$ cat src/rtl/ram64_arb_pkg.sv
// ram64_arb_pkg: shared types and default widths for the ram64 arbiter
package ram64_arb_pkg;
    localparam int DATA_W_DEF = 64;
    localparam int ADDR_W_DEF = 6;
    typedef enum logic [1:0] {IDLE, ACCESS, RESP} arb_state_t;
    typedef logic port_id_t;
endpackage

$ cat src/rtl/rr_pick2.sv
// rr_pick2: two-way one-hot grant, prio names the winner when both request
import ram64_arb_pkg::*;
module rr_pick2 (
    input  logic [1:0] req,
    input  port_id_t   prio,
    output logic [1:0] gnt
);
    always_comb begin
        gnt[0] = req[0] & (~req[1] | ~prio);
        gnt[1] = req[1] & (~req[0] | prio);
    end
endmodule

$ cat src/rtl/ram64_arbiter.sv
// ram64_arbiter: round-robin two-port sequencer driving a single ram64,
// one access per IDLE->ACCESS->RESP pass
import ram64_arb_pkg::*;
module ram64_arbiter #(
    parameter int DATA_W = DATA_W_DEF,
    parameter int ADDR_W = ADDR_W_DEF
) (
    input  logic              clk,
    input  logic              rst,
    input  logic              p0_valid,
    output logic              p0_ready,
    input  logic              p0_we,
    input  logic [ADDR_W-1:0] p0_addr,
    input  logic [DATA_W-1:0] p0_wdata,
    input  logic              p1_valid,
    output logic              p1_ready,
    input  logic              p1_we,
    input  logic [ADDR_W-1:0] p1_addr,
    input  logic [DATA_W-1:0] p1_wdata,
    output logic              p0_rsp_valid,
    output logic              p1_rsp_valid,
    output logic [DATA_W-1:0] rsp_rdata,
    output logic              busy,
    output logic [DATA_W-1:0] ram_in,
    output logic [ADDR_W-1:0] ram_addr,
    output logic              ram_load,
    input  logic [DATA_W-1:0] ram_out
);
    arb_state_t        state_q;
    port_id_t          rr_q;
    port_id_t          id_q;
    logic              we_q;
    logic [ADDR_W-1:0] addr_q;
    logic [DATA_W-1:0] wdata_q;
    logic [DATA_W-1:0] rdata_q;
    logic [1:0]        gnt;
    logic              idle;

    rr_pick2 u_pick (
        .req  ({p1_valid, p0_valid}),
        .prio (rr_q),
        .gnt  (gnt)
    );

    always_comb begin
        idle         = (state_q == IDLE) & ~rst;
        p0_ready     = idle & gnt[0];
        p1_ready     = idle & gnt[1];
        busy         = state_q != IDLE;
        ram_addr     = addr_q;
        ram_in       = wdata_q;
        ram_load     = (state_q == ACCESS) & we_q & ~rst;
        p0_rsp_valid = (state_q == RESP) & ~id_q;
        p1_rsp_valid = (state_q == RESP) & id_q;
        rsp_rdata    = rdata_q;
    end

    always_ff @(posedge clk) begin
        if (rst) begin
            state_q <= IDLE;
            rr_q    <= 1'b0;
            id_q    <= 1'b0;
            we_q    <= 1'b0;
            addr_q  <= '0;
            wdata_q <= '0;
            rdata_q <= '0;
        end else begin
            unique case (state_q)
                IDLE: if (|gnt) begin
                    id_q    <= gnt[1];
                    we_q    <= gnt[1] ? p1_we : p0_we;
                    addr_q  <= gnt[1] ? p1_addr : p0_addr;
                    wdata_q <= gnt[1] ? p1_wdata : p0_wdata;
                    state_q <= ACCESS;
                end
                ACCESS: begin
                    rdata_q <= we_q ? '0 : ram_out;
                    state_q <= RESP;
                end
                RESP: begin
                    rr_q    <= ~id_q;
                    state_q <= IDLE;
                end
                default: state_q <= IDLE;
            endcase
        end
    end
endmodule

$ cat config.mk
export PLATFORM = sky130hd
export DESIGN_NAME = ram64_arbiter
export DESIGN_NICKNAME = d
export VERILOG_FILES = /design/src/rtl/ram64_arb_pkg.sv /design/src/rtl/rr_pick2.sv /design/src/rtl/ram64_arbiter.sv
export SDC_FILE = /design/constraint.sdc
export NUM_CORES = 1
export LEC_CHECK = 0
export BUFFER_PORTS_ARGS = -buffer_cell sky130_fd_sc_hd__buf_2
export CAP_MARGIN = 5
export CORE_ASPECT_RATIO = 0.5
export CORE_MARGIN = 5
export CORE_UTILIZATION = 43
export DETAILED_ROUTE_END_ITERATION = 6
export PLACE_DENSITY = 0.8
export SLEW_MARGIN = 20
export SYNTH_ARGS = -nofsm -noshare
export SYNTH_HDL_FRONTEND = slang
export SYNTH_SLANG_ARGS = --single-unit
$ cat constraint.sdc
create_clock -name clk -period 1.6 [get_ports clk]
set_input_delay 0.16 -clock clk [delete_from_list [all_inputs] [get_ports clk]]
set_output_delay 0.16 -clock clk [all_outputs]
set_load 0.01 [all_outputs]
Word-level counts from Yosys, hierarchy flattened
Cells that the tools add are included.
{"block": "totals", "input_bits": 210, "regBits": 139, "out_inout_bits": 140, "word_cells": 36}
{"block": "op_classes", "muxes": 6, "eq_ne": 3, "bitwise": 16, "reduce_logical": 4}
{"op": "$mux 64", "n": 2}
{"op": "$and 1x1->1", "n": 9}
{"op": "$mux 6", "n": 1}
{"op": "$not 1->1", "n": 5}
{"op": "$pmux 2 s2", "n": 1}
{"op": "$eq 2x1->1 const B", "n": 1}
{"op": "$eq 2x2->1 const B", "n": 1}
{"op": "$logic_not 2->1", "n": 1}
{"op": "$mux 2", "n": 1}
{"op": "$ne 2x1->1 const B", "n": 1}
{"op": "$or 1x1->1", "n": 2}
{"op": "$reduce_and 2->1", "n": 1}
{"op": "$reduce_bool 2->1", "n": 1}
{"op": "$reduce_or 2->1", "n": 1}
{"op": "$mux 1", "n": 1}

Depth between registers and ports, before layout
Gate-level depths: netlist of the first run.
{"block": "depth", "depth_word": 6, "depth_mapped": 5}

Modules after synthesis
A second synthesis of the first run with hierarchy kept.
{"block": "hier_totals", "hier_cells": 493, "area_unflattened_um2": 5366.4}
{"module": "ram64_arbiter", "area_each_um2": 5347.6, "seq_area_each_um2": 2782.7, "cells_each": 490, "instances": 1}
{"module": "rr_pick2", "area_each_um2": 18.8, "seq_area_each_um2": 0.0, "cells_each": 3, "instances": 1}

Worst setup path after synthesis of the first run
Ideal clock, no wire load.
{"block": "synth_path", "path_type": "register to output", "from": "register state_q[1]", "to": "output p0_ready", "path_buffers": 0, "path_slack_ns": 0.162, "required_time_ns": 1.440, "t_arrival_ns": 1.278, "stages_incl_launch_ff": 4, "path_cell_list": "dfxtp_1 > nor2_4 > inv_2 > a2111oi_0"}
{"block": "synth_between", "elab_chain_cells": 3}
{"item": "from (decl)", "line": "ram64_arbiter.sv:29", "rtl": "arb_state_t state_q;"}
{"item": "from (signal assigned)", "line": "ram64_arbiter.sv:60", "rtl": "state_q <= IDLE;"}
{"item": "from (signal assigned)", "line": "ram64_arbiter.sv:74", "rtl": "state_q <= ACCESS;"}
{"item": "from (signal assigned)", "line": "ram64_arbiter.sv:78", "rtl": "state_q <= RESP;"}
{"item": "$logic_not 2->1", "line": "ram64_arbiter.sv:46", "rtl": "idle = (state_q == IDLE) & ~rst;"}
{"item": "$and 1x1->1", "line": "ram64_arbiter.sv:46"}
{"item": "$and 1x1->1", "line": "ram64_arbiter.sv:47", "rtl": "p0_ready = idle & gnt[0];"}
{"item": "to (decl)", "line": "ram64_arbiter.sv:11", "rtl": "output logic p0_ready,"}
Every way passes these cells.

Worst setup path in the final report of the first run
{"block": "layout_path", "from": "register state_q[0]", "to": "output ram_load"}
{"block": "layout_between", "elab_chain_cells": 3}
{"item": "$eq 2x1->1", "line": "ram64_arbiter.sv:52", "rtl": "ram_load = (state_q == ACCESS) & we_q & ~rst;"}
{"item": "$and 1x1->1 (2 in a row)", "line": "ram64_arbiter.sv:52"}
{"item": "to (decl)", "line": "ram64_arbiter.sv:26", "rtl": "output logic ram_load,"}
Every way passes these cells.

==> impl_metrics.yaml, run 1 <==
final_layout:
  design_area_um2: 8901
  diodes: 0
  fillCellCount: 998
  drive_gt1_share_pct: 42.33
  fin_nets: 1176
  regArea_um2: 2789
  syn2layout_area_growth_pct: 55.06
  multiInputGateArea_um2: 2641
routing:
  drc: 0
  vias: 6437
  viasPerCell: 5.607
  first_iter_violations: 458
  ant_nets: 0
  avgRoutedWirePerCell_um: 18.93
  first_pass_iters: 5
  drt_wl_total_mm: 21.73
power:
  power_density_nw_per_um2: 1108
  vdd_ir_drop_max_mv: 0.6860
  leakagePower_nw: 4.234
  finalPower_w: 0.009861
timing:
  maxSlewHeadroom_pct: 70.99
  skew_ps: 10.64
  rsz0062_at_grt: "true"
  hold_ws_ps: 32.88
  finalWorstSetupSlack_ps: 57.86
  setup_viol: 0
  slew_violations: 0
  tightest_slew_ps: 435.1
  hold_viol: 0
  setup-tns-final_ps: 0
  period_share_pct: 96.38
  max_freq_mhz: 648.5
  min_period_ps: 1542
hold_path:
  whs_path_depth: 3
  hold_class: "input port to flip-flop"
  hp-start: "p0_wdata[11]"
  min_to: "ram_in[11]"
place:
  pre_cts_ws_ps: 85.76
  dp_hpwl_mm: 14.33
  postPlaceCellArea_um2: 7614
  portBuffers: 349
  gp_congestion: 0.7790
logic_synthesis:
  muxShareOfSynthArea_pct: 0
  synthTopCellsByArea: "dfxtp_1 (48%), a22o_1 (9.8%), a311oi_1 (6.3%)"
  synth_top_family_by_area: "compound AO/OA/AOI/OAI gates"
  synthAdderAreaFrac_pct: 0
  synthTopCellsByCount: "dfxtp_1 (139), a22o_1 (64), a21oi_1 (43)"
  synth_edf_count: 0
  yosysTopAreaCell: "dfxtp_1"
  ys_warn_count: 0
  synth_fp_nets: 794
  ys_ff_latch: 139
  synth_ff_type: "dfxtp_1"
  ys_seq_area_share_pct: 48.47
  synth_most_common_cell: "dfxtp_1"
  synth_xor_area_share_pct: 0
  async_flop_share_pct: 0
  synth_area_um2: 5741
  synth_cells: 584
  synth_top_area_share_pct: 48.47
  syn_area_per_cell_um2: 9.830
  yosys.area_share.simple_pct: 12.05
  synth-compound-area-share_pct: 32.89
  ys_types: 30
setup_path:
  cp_max_fo: 4
  crit_type: "flip-flop to primary output"
  r2r-end: "ram_in[24]"
  end_kind: "primary output"
  start_kind: "flip-flop"
  worstPathArrival_ps: 1380
  rrSetupSlack_ps: 140
  reg2reg_depth: 5
  worstPathRequired_ps: 1440
  r2r_start: "state_q[0]"
global_route:
  grt_max_degree: 65
  grtUsageTotal_pct: 25.80
  overflow: 0
  grt_antenna_before_repair: 0
  grt_pass1_vias: 6408
  grt_pass1_wl_mm: 34.13
run:
  maxCapViolCount: 0
clock_network:
  cts_tree: "built"
  cts-buffers-inserted: 17
  path_clk_slew_ps: 70
  cts.sinks: 139
  max-clock-path-buffers: 2
  cts.htree.levels: 4
  clk_latency_ps: 400
  cts_root_buf: "clkbuf_16"
floorplan:
  start_util_pct: 44.57
  dieWidth_um: 173.4
  ioPinCount: 350
  dieArea_um2: 15900
  core.rowCount: 29
  core_area_um2: 12880
  die_h_um: 91.70
run_status:
  status: "finished, final reports clean"
## worst max-delay path: stages, from the launching register on
cell and delay [ps]:
dfxtp_4 350, buf_4 130, nor3b_2 200, and2_1 150
buf_2 150
## layer usage
layer | share of wire, % | vias to the layer above | track usage [%]
met5 | 0 | - | 0
met4 | 3.2 | 0 | 10.02
met3 | 5.6 | 54 | 5.546
met2 | 52 | 257 | 46.08
met1 | 40 | 3104 | 30.72
li1 | - | 3022 | -
## worst max-delay path by stage
stage	startpoint	endpoint	slack, ps	cells after the start
floorplan	state_q[1]	p0_ready	160	3
global placement	state_q[1]	p0_ready	180	4
detailed placement	state_q[1]	ram_in[24]	90	4
CTS	state_q[0]	p1_ready	40	4
global route	state_q[0]	p0_ready	-20	4
finish	state_q[0]	ram_load	60	4
## metrics by stage
stage | std cells | utilization [%]
finish | 1148 | 69.10
global route | 1148 | 69.10
CTS | 1148 | 69.00
detailed placement | 1051 | 59.11
global placement | 1051 | 59.11
floorplan | 584 | -
## layout by cell type, fill, tap and decap left out, types with 2 or more instances in the layout
cell type and count:
inv_8 2, a21oi_1 43, dfxtp_1 136, clkbuf_8 2, buf_12 9, and3_1 30, inv_1 4, a21boi_0 30
dlygate4sd3_1 64, o32a_1 30, buf_4 10, nand3_1 42, o21ai_0 42, clkbuf_16 17, clkinv_4 4, inv_6 4
a22o_1 64, nor2b_1 30, dfxtp_2 2, nor2_4 2, buf_2 349, nor2_1 3, a311oi_1 41
## logic make-up after synthesis
kind of cell	Yosys count
buffers and inverters	75
DFF	139
and+or+nand+nor	118
AOI/OAI and AO/OA	252
## what timing repair did
action / 4_1_cts / 5_1_grt
resized for setup: 11 / 2
hold buffers: 64 / 0
setup buffers: 2 / 0
hold endpoints to repair: 64 / 0
pin swaps: 2 / 0
setup endpoints to repair: 3 / 15
## report_power, final
| part | switching [W] | internal (W) |
|---|---|---|
| clock network | 0.00160 | 0.00227 |
| registers | 0.000168 | 0.00380 |
| logic | 0.00105 | 0.000973 |
| total | 0.00282 | 0.00704 |
## layout make-up
class	instances	share of cell area, %
inverters	5	0.2390
clock inverters	12	1.462
clock buffers	19	5.089
well taps	170	2.390
flip-flops and latches	139	31.33
repair buffers	433	29.81
multi-input cells	370	29.67
## flip-flops by register name, indices dropped and copies added (netlist names)
register	flops
ram_in	64
rsp_rdata	64
ram_addr	6
state_q	2
id_q	1
rr_q	1
we_q	1
Power figures use the tool's default switching activity.
==> inputs of run 2 (changes only) <==
--- a/config.mk
+++ b/config.mk
@@ -11,7 +11,7 @@
 export CORE_MARGIN = 5
 export CORE_UTILIZATION = 43
 export DETAILED_ROUTE_END_ITERATION = 6
-export PLACE_DENSITY = 0.8
+export PLACE_DENSITY_LB_ADDON = 0.3
 export SLEW_MARGIN = 20
 export SYNTH_ARGS = -nofsm -noshare
 export SYNTH_HDL_FRONTEND = slang
==> run 2 against run 1 <==
Against the previous run: global-route usage fell by 0.90 points; routed wire length fell by 2.9%; die area is the same; power shrank 0.43%; final cell count increased by 0.26%; largest cell class unchanged.
==> impl_metrics.yaml, run 2 (same netlist as run 1, synthesis figures left out) <==
floorplan:
  core.rowCount: 29
  start_util_pct: 44.57
  ioPinCount: 350
  dieArea_um2: 15900
  die_h_um: 91.70
  core_area_um2: 12880
  dieWidth_um: 173.4
timing:
  hold_viol: 0
  setup-tns-final_ps: 0
  setup_viol: 0
  skew_ps: 12.04
  slew_violations: 0
  rsz0062_at_grt: "false"
  max_freq_mhz: 657.2
  min_period_ps: 1522
  tightest_slew_ps: 394.0
  maxSlewHeadroom_pct: 73.74
  finalWorstSetupSlack_ps: 78.31
  period_share_pct: 95.11
hold_path:
  hold_class: "input port to flip-flop"
  hp-start: "p0_wdata[27]"
  whs_path_depth: 3
  min_to: "ram_in[27]"
routing:
  drt_wl_total_mm: 21.10
  avgRoutedWirePerCell_um: 18.33
  viasPerCell: 5.517
  drc: 0
  ant_nets: 0
  first_iter_violations: 473
  vias: 6350
  first_pass_iters: 5
final_layout:
  syn2layout_area_growth_pct: 54.49
  fillCellCount: 1011
  fin_util_pct: 68.85
  layout_commonest_cell: "buf_2"
  final_cell_mix: "buf_2 (349), dfxtp_1 (136), a22o_1 (64), dlygate4sd3_1 (64), a21oi_1 (43)"
  diodes: 0
  fin_nets: 1178
  fin_cells: 1151
  drive_gt1_share_pct: 42.41
setup_path:
  worstPathArrival_ps: 1360
  start_kind: "flip-flop"
  cp_max_fo: 6
  end_kind: "primary output"
  rrSetupSlack_ps: 100
  r2r_start: "state_q[1]"
  worstPathRequired_ps: 1440
  r2r-end: "ram_in[54]"
  crit_type: "flip-flop to primary output"
  reg2reg_depth: 6
clock_network:
  cts.htree.levels: 4
  cts_root_buf: "clkbuf_16"
  clk_latency_ps: 400
  cts-buffers-inserted: 17
  cts.sinks: 139
  cts_tree: "built"
  path_clk_slew_ps: 60
  max-clock-path-buffers: 2
global_route:
  grt_max_degree: 102
  grt_pass1_wl_mm: 33.11
  overflow: 0
  grt_antenna_before_repair: 0
  grtUsageTotal_pct: 24.90
  grt_pass1_vias: 6308
power:
  power.internal_w: 0.006979
  finalPower_w: 0.009818
  switching_share_pct: 28.92
  power.net_switching_w: 0.002840
  clkPwrFrac_pct: 39.2
  power_frac_seq_pct: 40.4
  leakagePower_nw: 4.223
  share_comb_of_total_power_pct: 20.4
  power_density_nw_per_um2: 1107
  vdd_ir_drop_max_mv: 0.8308
place:
  gp_congestion: 0.7639
  pre_cts_ws_ps: 121.1
  portBuffers: 349
  dp_hpwl_mm: 13.40
  dp_cells: 1052
run:
  maxCapViolCount: 0
run_status:
  status: "finished, final reports clean"
-- run 2: final cells by class --
type,count,area (um2),area share [%]
clock buffers,18,429.2,4.839
repair buffers,435,2631,29.67
multi-input cells,370,2630,29.66
flip-flops and latches,139,2791,31.48
inverters,5,21.27,0.2398
well taps,170,212.7,2.398
clock inverters,14,152.6,1.721
-- run 2: per-layer routing --
layer  up-vias  global-route usage, %  routed length (um)
li1       3013                      -                   -
met1      3029                  28.99                8349
met2       264                  44.77               10740
met3        44                  6.779                1427
met4         0                  8.494                 580
met5         -                      0                   0
-- run 2: worst max path at each step --
stage	from	end	slack (ps)	cells past startpoint
2_1_floorplan	state_q[1]	p0_ready	160	3
5_1_grt	state_q[1]	p1_ready	6	4
4_1_cts	state_q[0]	p0_ready	10	4
3_5_place_dp	state_q[0]	rsp_rdata[43]	120	4
3_3_place_gp	state_q[0]	rsp_rdata[53]	230	4
6_report	state_q[1]	p1_ready	80	4
-- run 2: power groups by stage --
stage,logic (W),registers [W],clock network [W]
global route,0.00217,0.00401,0.00408
global placement,0.00180,0.00403,0
detailed placement,0.00183,0.00403,0
CTS,0.00198,0.00396,0.00394
floorplan,0.000843,0.00419,0
finish,0.00200,0.00397,0.00385
-- run 2: what timing repair did --
item | CTS | global route
pin swaps | 1 | 2
buffers inserted | 2 | 1
hold buffers | 64 | 0
endpoints found under the setup margin | 3 | 3
endpoints found under the hold margin | 64 | 0
gates resized for setup | 6 | 6
-- run 2: worst max-delay path: stages (launching register included) --
cell	delay, ps
dfxtp_4	360
nor2_4	130
inv_4	70
nor4_2	210
buf_2	190
-- run 2: metrics by stage --
| stage | area [um2] | hold WS (ps) |
|---|---|---|
| 2_1_floorplan | 5741 | 239.4 |
| 3_3_place_gp | 7579 | 369.5 |
| 3_5_place_dp | 7579 | 372.7 |
| 4_1_cts | 8830 | 29.59 |
| 5_1_grt | 8869 | 36.00 |
| 6_report | 8869 | 41.61 |
==> inputs of run 3 (changes only) <==
--- a/config.mk
+++ b/config.mk
@@ -9,10 +9,11 @@
 export CAP_MARGIN = 5
 export CORE_ASPECT_RATIO = 0.5
 export CORE_MARGIN = 5
-export CORE_UTILIZATION = 43
+export CORE_UTILIZATION = 42
 export DETAILED_ROUTE_END_ITERATION = 6
 export PLACE_DENSITY_LB_ADDON = 0.3
 export SLEW_MARGIN = 20
 export SYNTH_ARGS = -nofsm -noshare
 export SYNTH_HDL_FRONTEND = slang
+export SYNTH_HIERARCHICAL = 1
 export SYNTH_SLANG_ARGS = --single-unit
==> constraint.sdc (replaced) <==
create_clock -name clk -period 1.7 [get_ports clk]
set_input_delay 0.17 -clock clk [delete_from_list [all_inputs] [get_ports clk]]
set_output_delay 0.17 -clock clk [all_outputs]
set_load 0.01 [all_outputs]
==> run 3 against run 2 <==
Against the previous run: first-iteration DRC count fell by 28%; register-to-register slack improved by 30 ps; sequential power fell by 6.0%; largest power group is now clock.
==> impl_metrics.yaml, run 3 <==
hold_path:
  hp-start: "rst"
  hold_class: "input port to flip-flop"
final_layout:
  syn2layout_area_growth_pct: 62.37
  fin_util_pct: 69.20
  fin_nets: 1106
  layout_commonest_cell: "buf_2"
  drive_gt1_share_pct: 45.87
  final_cell_mix: "buf_2 (349), dfxtp_1 (137), a21oi_1 (73)"
  fillCellCount: 970
  design_area_um2: 8713
  diodes: 0
global_route:
  grt_antenna_before_repair: 0
  grt_pass1_vias: 5572
  grt_pass1_wl_mm: 29.11
  grt_max_degree: 65
  grtUsageTotal_pct: 23.21
  overflow: 0
floorplan:
  start_util_pct: 42.62
  die_h_um: 89.93
  dieWidth_um: 169.9
  core.rowCount: 29
  core_area_um2: 12590
  dieArea_um2: 15280
  ioPinCount: 350
setup_path:
  worstPathRequired_ps: 1530
  worstPathArrival_ps: 1470
  cp_top_family: "flip-flops"
  cp_max_fo: 5
  end_kind: "primary output"
  critPathLaunch: "state_q[1]"
  crit_slowest_cell: "dfxtp_1"
  r2r_start: "rr_q"
  crit_type: "flip-flop to primary output"
  path_cells: "nor3b_1 > buf_2"
  start_kind: "flip-flop"
  cp.buffers_inverters: 1
  critPathMaxStageDelay_ps: 480
power:
  leakagePower_nw: 4.169
  power_density_nw_per_um2: 1083
  vdd_ir_drop_max_mv: 0.7555
  finalPower_w: 0.009438
timing:
  maxSlewHeadroom_pct: 67.53
  min_period_ps: 1636
  period_share_pct: 96.24
  setup_viol: 0
  slew_violations: 0
  hold_ws_ps: 98.52
  tightest_slew_ps: 487.0
  setup-tns-final_ps: 0
  hold_viol: 0
  max_freq_mhz: 611.2
  rsz0062_at_grt: "false"
  skew_ps: 10.58
logic_synthesis:
  synthTopCellsByCount: "dfxtp_1 (139), a21oi_1 (73), a211oi_1 (71), mux2i_1 (71), a22o_1 (64)"
  synth_edf_count: 0
  syn_area_per_cell_um2: 10.89
  synth_top_area_share_pct: 51.85
  ys_types: 25
  ys_seq_area_share_pct: 51.85
  synth_most_common_cell: "dfxtp_1"
  ys_ff_latch: 139
  synthTopCellsByArea: "dfxtp_1 (52%), mux2i_1 (13%), a22o_1 (10%)"
  yosysTopAreaCell: "dfxtp_1"
  synth_area_um2: 5366
  ys_warn_count: 6
  synth_fp_nets: 703
  synth_ff_type: "dfxtp_1"
  synth_cells: 493
  async_flop_share_pct: 0
clock_network:
  cts_tree: "built"
  path_clk_slew_ps: 60
  clk_latency_ps: 400
  cts-buffers-inserted: 17
  cts.htree.levels: 4
  cts.sinks: 139
  cts_root_buf: "clkbuf_16"
  max-clock-path-buffers: 2
routing:
  drc: 0
  wl_met2_mm: 9.845
  dr_wl_met3_mm: 1.204
  viasPerCell: 5.199
  drt_wl_total_mm: 18.76
  first_pass_iters: 4
  first_iter_violations: 340
  ant_nets: 0
  vias: 5610
  avgRoutedWirePerCell_um: 17.38
  highest_layer: "met4"
  met1_length_mm: 7.396
place:
  postPlaceCellArea_um2: 7352
  portBuffers: 349
  dp_hpwl_mm: 12.71
  gp_congestion: 0.8284
run_status:
  status: "finished, final reports clean"
run:
  maxCapViolCount: 0
## run 3: metrics by stage
stage / worst slack (ps) / instances
final: 63.87 / 1079
after global routing: 15.73 / 1079
after CTS: 38.62 / 1078
after detailed placement: 195.4 / 978
after global placement: 251.7 / 978
after floorplan: 191.9 / 493
## run 3: cells by family after synthesis
family	after synthesis	share of synthesized area, %
simple gates	15	1.842
compound gates	212	27.72
flops	139	51.85
mux	71	13.24
buf+inv	56	5.339
## run 3: power breakdown
group	internal [W]	switching, W	leakage (nW)	total, W
logic	0.000927	0.000968	2.73	0.00189
registers	0.00357	0.000160	1.14	0.00373
clock network	0.00235	0.00147	0.290	0.00381
total	0.00684	0.00260	4.17	0.00944
## run 3: area by class of cell
class                      count  area [um2]  area share [%]
sequential                   139        2785           31.96
timing repair buffer         436        2740           31.45
multi-input combinational    298        2346           26.92
clock buffer                  18       429.2           4.925
tap                          170       212.7           2.441
clock inverter                14       185.2           2.125
inverter                       4       15.01          0.1723
## run 3: layer usage
metal  up-vias  GRT usage, %
met5         -             0
met4         0         6.363
met1      2680         28.15
met2       211         41.26
met3        26         5.390
li1       2693             -
## run 3: repair_timing
action                                 CTS  global route
setup endpoints to repair                1            35
pin swaps                                1             1
gates cloned                             1             1
endpoints found under the hold margin   64             0
hold buffers                            64             0
setup buffers                            3             0
resized for setup                        0             7
## run 3: worst paths after layout
| kind | cells past startpoint | slack [ps] | end |
|---|---|---|---|
| worst min register to register | 1 | 480 | rsp_rdata[28] |
| worst max register to register | 7 | 130 | ram_in[33] |
| worst max-delay path | 2 | 60 | p0_rsp_valid |
| worst min-delay path | 2 | 100 | rr_q |
